$ cat src/rtl/encoder_pkg.sv
// ============================================================================
// Module  : encoder_pkg
// Purpose : Shared state type and default sizing for the rotary step decoder.
// Revision: 1.0 - initial release
// ============================================================================
`default_nettype none

package encoder_pkg;

  // Encoding mirrors the filtered (A,B) level pair that selects each state.
  typedef enum logic [1:0] {
    IDLE  = 2'b00,
    CCW   = 2'b01,
    CW    = 2'b10,
    FAULT = 2'b11
  } state_t;

  localparam int unsigned c_WIDTH_DEFAULT      = 8;
  localparam int unsigned c_DEB_CYCLES_DEFAULT = 4;

endpackage

`default_nettype wire

$ cat src/rtl/sync_debounce.sv
// ============================================================================
// Module  : sync_debounce
// Purpose : 2-FF synchroniser for one encoder level, followed by a stability
//           filter when DEBOUNCE_EN is defined.
// Revision: 1.0 - initial release
// ============================================================================
`default_nettype none

module sync_debounce
  import encoder_pkg::*;
#(
  parameter int unsigned DEB_CYCLES = c_DEB_CYCLES_DEFAULT
) (
  input  logic clk,
  input  logic rst_n,
  input  logic d_i,
  output logic q_o
);

  logic [1:0] sync_q;

  always_ff @(posedge clk or negedge rst_n) begin
    if (!rst_n) sync_q <= '0;
    else        sync_q <= {sync_q[0], d_i};
  end

`ifdef DEBOUNCE_EN
  localparam int unsigned c_CNT_W = (DEB_CYCLES < 2) ? 1 : $clog2(DEB_CYCLES);

  logic               filt_q, filt_d;
  logic [c_CNT_W-1:0] cnt_q,  cnt_d;

  // The counter holds how many consecutive edges have already seen disagreement.
  always_comb begin
    filt_d = filt_q;
    cnt_d  = '0;
    if (sync_q[1] != filt_q) begin
      if (cnt_q == c_CNT_W'(DEB_CYCLES - 1)) filt_d = sync_q[1];
      else                                   cnt_d  = cnt_q + c_CNT_W'(1);
    end
  end

  always_ff @(posedge clk or negedge rst_n) begin
    if (!rst_n) begin
      filt_q <= 1'b0;
      cnt_q  <= '0;
    end else begin
      filt_q <= filt_d;
      cnt_q  <= cnt_d;
    end
  end

  assign q_o = filt_q;
`else
  logic deb_cycles_unused;
  assign deb_cycles_unused = |DEB_CYCLES;
  assign q_o               = sync_q[1];
`endif

endmodule

`default_nettype wire

$ cat src/rtl/rotary_step_decoder.sv
// ============================================================================
// Module  : rotary_step_decoder
// Purpose : Classifies filtered A/B direction levels into steps and keeps a
//           saturating position. Optional input filter: DEBOUNCE_EN.
// Revision: 1.0 - initial release
// ============================================================================
`default_nettype none

module rotary_step_decoder
  import encoder_pkg::*;
#(
  parameter int unsigned WIDTH      = c_WIDTH_DEFAULT,
  parameter int unsigned MAX_POS    = 255,
  parameter int unsigned DEB_CYCLES = c_DEB_CYCLES_DEFAULT
) (
  input  logic             clk,
  input  logic             rst_n,
  input  logic             A,
  input  logic             B,
  input  logic             clr,
  output logic [WIDTH-1:0] pos,
  output logic             step_cw,
  output logic             step_ccw,
  output logic             dir,
  output logic             err,
  output logic             at_min,
  output logic             at_max
);

  localparam logic [WIDTH-1:0] c_MAX_POS = WIDTH'(MAX_POS);

  logic fa, fb;

  sync_debounce #(.DEB_CYCLES(DEB_CYCLES)) u_sync_a (
    .clk  (clk),
    .rst_n(rst_n),
    .d_i  (A),
    .q_o  (fa)
  );

  sync_debounce #(.DEB_CYCLES(DEB_CYCLES)) u_sync_b (
    .clk  (clk),
    .rst_n(rst_n),
    .d_i  (B),
    .q_o  (fb)
  );

  state_t           state_q, state_d;
  logic [WIDTH-1:0] pos_q,   pos_d;
  logic             cw_q,    cw_d;
  logic             ccw_q,   ccw_d;
  logic             dir_q,   dir_d;
  logic             err_q,   err_d;

  always_ff @(posedge clk or negedge rst_n) begin
    if (!rst_n) begin
      state_q <= IDLE;
      pos_q   <= '0;
      cw_q    <= 1'b0;
      ccw_q   <= 1'b0;
      dir_q   <= 1'b0;
      err_q   <= 1'b0;
    end else begin
      state_q <= state_d;
      pos_q   <= pos_d;
      cw_q    <= cw_d;
      ccw_q   <= ccw_d;
      dir_q   <= dir_d;
      err_q   <= err_d;
    end
  end

  always_comb begin
    state_d = state_q;
    pos_d   = pos_q;
    cw_d    = 1'b0;
    ccw_d   = 1'b0;
    dir_d   = dir_q;
    err_d   = err_q;

    // FAULT absorbs single-direction levels; only 00 releases it.
    case ({fa, fb})
      2'b11: begin
        state_d = FAULT;
        err_d   = 1'b1;
      end
      2'b10: begin
        if (state_q == IDLE || state_q == CCW) begin
          state_d = CW;
          cw_d    = 1'b1;
          dir_d   = 1'b1;
          if (pos_q < c_MAX_POS) pos_d = pos_q + WIDTH'(1);
        end
      end
      2'b01: begin
        if (state_q == IDLE || state_q == CW) begin
          state_d = CCW;
          ccw_d   = 1'b1;
          dir_d   = 1'b0;
          if (pos_q != '0) pos_d = pos_q - WIDTH'(1);
        end
      end
      default: state_d = IDLE;
    endcase

    if (clr) begin
      pos_d = '0;
      err_d = 1'b0;
    end
  end

  assign pos      = pos_q;
  assign step_cw  = cw_q;
  assign step_ccw = ccw_q;
  assign dir      = dir_q;
  assign err      = err_q;
  assign at_min   = (pos_q == '0);
  assign at_max   = (pos_q == c_MAX_POS);

endmodule

`default_nettype wire

$ cat config.mk
export PLATFORM = sky130hd
export DESIGN_NAME = rotary_step_decoder
export DESIGN_NICKNAME = d
export VERILOG_FILES = /design/src/rtl/encoder_pkg.sv /design/src/rtl/sync_debounce.sv /design/src/rtl/rotary_step_decoder.sv
export SDC_FILE = /design/constraint.sdc
export NUM_CORES = 1
export LEC_CHECK = 0
export CORE_MARGIN = 8
export CORE_UTILIZATION = 54
export DETAILED_ROUTE_END_ITERATION = 7
export PLACE_DENSITY = 0.82
export SLEW_MARGIN = 20
export SYNTH_ARGS = -nofsm -noshare
export SYNTH_HDL_FRONTEND = slang
export SYNTH_SLANG_ARGS = --single-unit
export TNS_END_PERCENT = 100
$ cat constraint.sdc
create_clock -name clk -period 6.85 [get_ports clk]
set_clock_uncertainty 0.2 [all_clocks]
set_input_delay 0.685 -clock clk [delete_from_list [all_inputs] [get_ports clk]]
set_output_delay 0.685 -clock clk [all_outputs]
set_load 0.005 [all_outputs]
==> results.toml <==
[routing]
violation_count_after_the_first_detailed_routing_iteration = 22
drt_pass1_iterations = 4
drt-wirelength-per-cell_um = 15.9
vias = 853
routed_wl_um = 2280
vias_per_cell = 5.97
residual_drc = 0
route.antenna.remaining_nets = 0

[floorplanning]
core_area_mm2 = 0.00188
initial_utilization_pct = 55.3
top_level_port_count = 19
row_count = 16
chipWidth_um = 59.9
die_h_um = 59.9
die_area_mm2 = 0.00359

[clocking]
cts.hold.buffers_added = 0
ctsRootBufferMaster = "clkbuf_4"
cts_repair_resize_count = 0
cts.htree.levels = 1
clock_sink_count = 18
clk_latency_ps = 290
cts_tree = "built"
path_clk_slew_ps = 110
postCtsSetupBuffers = 0
cts_buffers = 3
clock_path_buffers = 2

[logic_synthesis]
synthMostInstantiatedCell = "dfrtp_1"
share_of_the_yosys_chip_area_belonging_to_registers_pct = 43.3
synthTopCellsByArea = "dfrtp_1 43%, ha_1 4.8%, xnor2_1 4.2%"
ys.warnings.count = 0
yosys.area.top_type = "dfrtp_1"
synth-edff-count = 0
syn-num-nets = 108
netlist_instances = 99
yosys_register_bits = 18
synth.lib_cells_used.distinct = 42
average_cell_area_after_synthesis_um2 = 10.5
synthDominantCellAreaShare_pct = 43.3
synthArstFlopShare_pct = 100
dominantRegCellSynth = "dfrtp_1"
synth_area_mm2 = 0.00104
synthTopCellsByCount = "18 x dfrtp_1, 10 x nor2_1, 6 x a21oi_1"

[cells_and_area]
synthToLayoutAreaGrowth_pct = 20.9
fill_cells = 169
drive_above_1_share_pct = 12.1
final_nets = 126
antennaDiodeCount = 0

[worst_setup_path]
critPathRequiredTime_ps = 5960
timing.critical_path.to_type = "primary output"
crit_path_cell_trace = "or4_4, nor3_1, clkdlybuf4s50_1"
worstReg2RegStart = "u_sync_a.sync_q[1]"
timing.critical_path.slowest_cell_delay_ps = 600
worstSetupStartpointType = "flip-flop"
critical_path.reg2reg.endpoint = "pos[7]"
worstPathArrival_ps = 2070
ff2ff_setup_slack_ps = 4230
critical_path.slowest_cell = "or4_4"
critical_path_peak_fanout = 10
timing.setup.critical_path_class = "reg2out"
rr_worst_depth = 8

[timing]
hold_viol = 0
clock.fmax_mhz = 338
period_utilization_pct = 43.1
timing.final.setup_violations = 0
slew_viol_final = 0
rsz_0062_raised_after_global_routing = "no"
worst_pin_slew_ps = 797
timing.setup.tns_ps = 0
post-route-min-period_ps = 2950
timing.slew.headroom_pct = 46.7
finalWorstSetupSlack_ps = 3900

[outcome]
outcome = "finished clean"

[grt]
groute.usage.overall_pct = 13.0
grt_pass1_vias = 800
grt_pass1_wl_um = 3610
grt_remaining_overflow = 0
grt_start_max_net_pins = 19
antenna_found_initial = 0

[power_and_ir_drop]
worst_supply_voltage_drop_on_vdd_v = 0.000159
power.density_cell_area_mw_per_mm2 = 195
power_leakage_nw = 0.516

[placement]
finalWeightedCongestion = 0.927
detailedPlacementHpwl_um = 1660
port_buffers = 18
dp_worst_setup_slack_ps = 4230

[hold_path]
worst_hold_startpoint = "u_sync_a.sync_q[0]"
hold_path_end = "u_sync_a.sync_q[1]"
timing.hold.worst.class = "reg2reg"
holdPathStages = 0

[job]
max-cap-violations = 0
==> placed cells by master (no fill, tap or decap), drive strengths merged, types with 4 or more instances in the layout <==
cell,count
a21oi,6
nor2,10
clkbuf,4
ha,4
nand2,5
xnor2,5
dfrtp,18
clkdlybuf4s50,18
o21ai,6
==> per-layer routing <==
metal / share of wire [%] / global-route usage [%] / wire length (µm)
met5: 0 / 0 / 0
met4: 0.53 / 4.08 / 12
met3: 6.4 / 2.80 / 145
met2: 46 / 19.8 / 1060
met1: 47 / 17.7 / 1060
==> kinds of logic (layout without fill, tap and decap cells) <==
kind of cell,Yosys count,count (layout),synth area share [%]
AND/OR/NAND/NOR,31,31,19.1
buffers and inverters,8,25,4.21
XOR/XNOR,6,6,5.05
flip-flops,18,18,43.3
adder cells (fa/ha/maj),4,4,4.81
multiplexers,1,1,0.963
AO/OA/AOI/OAI,31,31,22.5
==> metrics by stage <==
stage	std cells	area [µm²]	utilization, %	power (mW)	hold WS, ps
2_1_floorplan	99	1040	-	0.156	131
3_3_place_gp	139	1220	64.9	0.179	132
3_5_place_dp	139	1220	64.9	0.181	137
4_1_cts	143	1260	66.8	0.246	161
5_1_grt	143	1260	66.8	0.256	174
6_report	143	1260	66.8	0.246	157
==> area by class of cell <==
| cell class | count | area [µm²] | share of cell area, % |
|---|---|---|---|
| Clock buffer | 4 | 36.3 | 2.89 |
| Inverter | 3 | 11.3 | 0.896 |
| Multi-Input combinational cell | 73 | 546 | 43.4 |
| Sequential cell | 18 | 450 | 35.8 |
| Tap cell | 27 | 33.8 | 2.69 |
| Timing Repair Buffer | 18 | 180 | 14.3 |
==> flip-flops by register name, summed over array words and instances (netlist names) <==
| signal | count |
|---|---|
| dir | 1 |
| err | 1 |
| pos | 8 |
| state_q | 2 |
| step_ccw | 1 |
| step_cw | 1 |
| u_sync_a.sync_q | 2 |
| u_sync_b.sync_q | 2 |
==> critical path: cells and delay by family (launching register included) <==
family                 cells  cell delay, ps
buffers and inverters      1             530
DFF                        1             510
and+or+nand+nor            2             740
==> power breakdown <==
group / switching (mW) / internal, mW
registers: 0.0100 / 0.113
logic: 0.0259 / 0.0299
clock network: 0.0345 / 0.0324
==> how the worst max path moves through the flow <==
| stage | to | cells past startpoint | slack [ps] | start |
|---|---|---|---|---|
| detailed placement | at_min | 3 | 4230 | pos[4] |
| global route | at_min | 3 | 3830 | pos[4] |
| global placement | at_min | 3 | 4240 | pos[4] |
| floorplan | pos[7] | 9 | 4410 | u_sync_a.sync_q[1] |
| finish | at_min | 3 | 3900 | pos[4] |
| CTS | at_min | 3 | 3900 | pos[4] |
(Power assumes the default switching activity.)
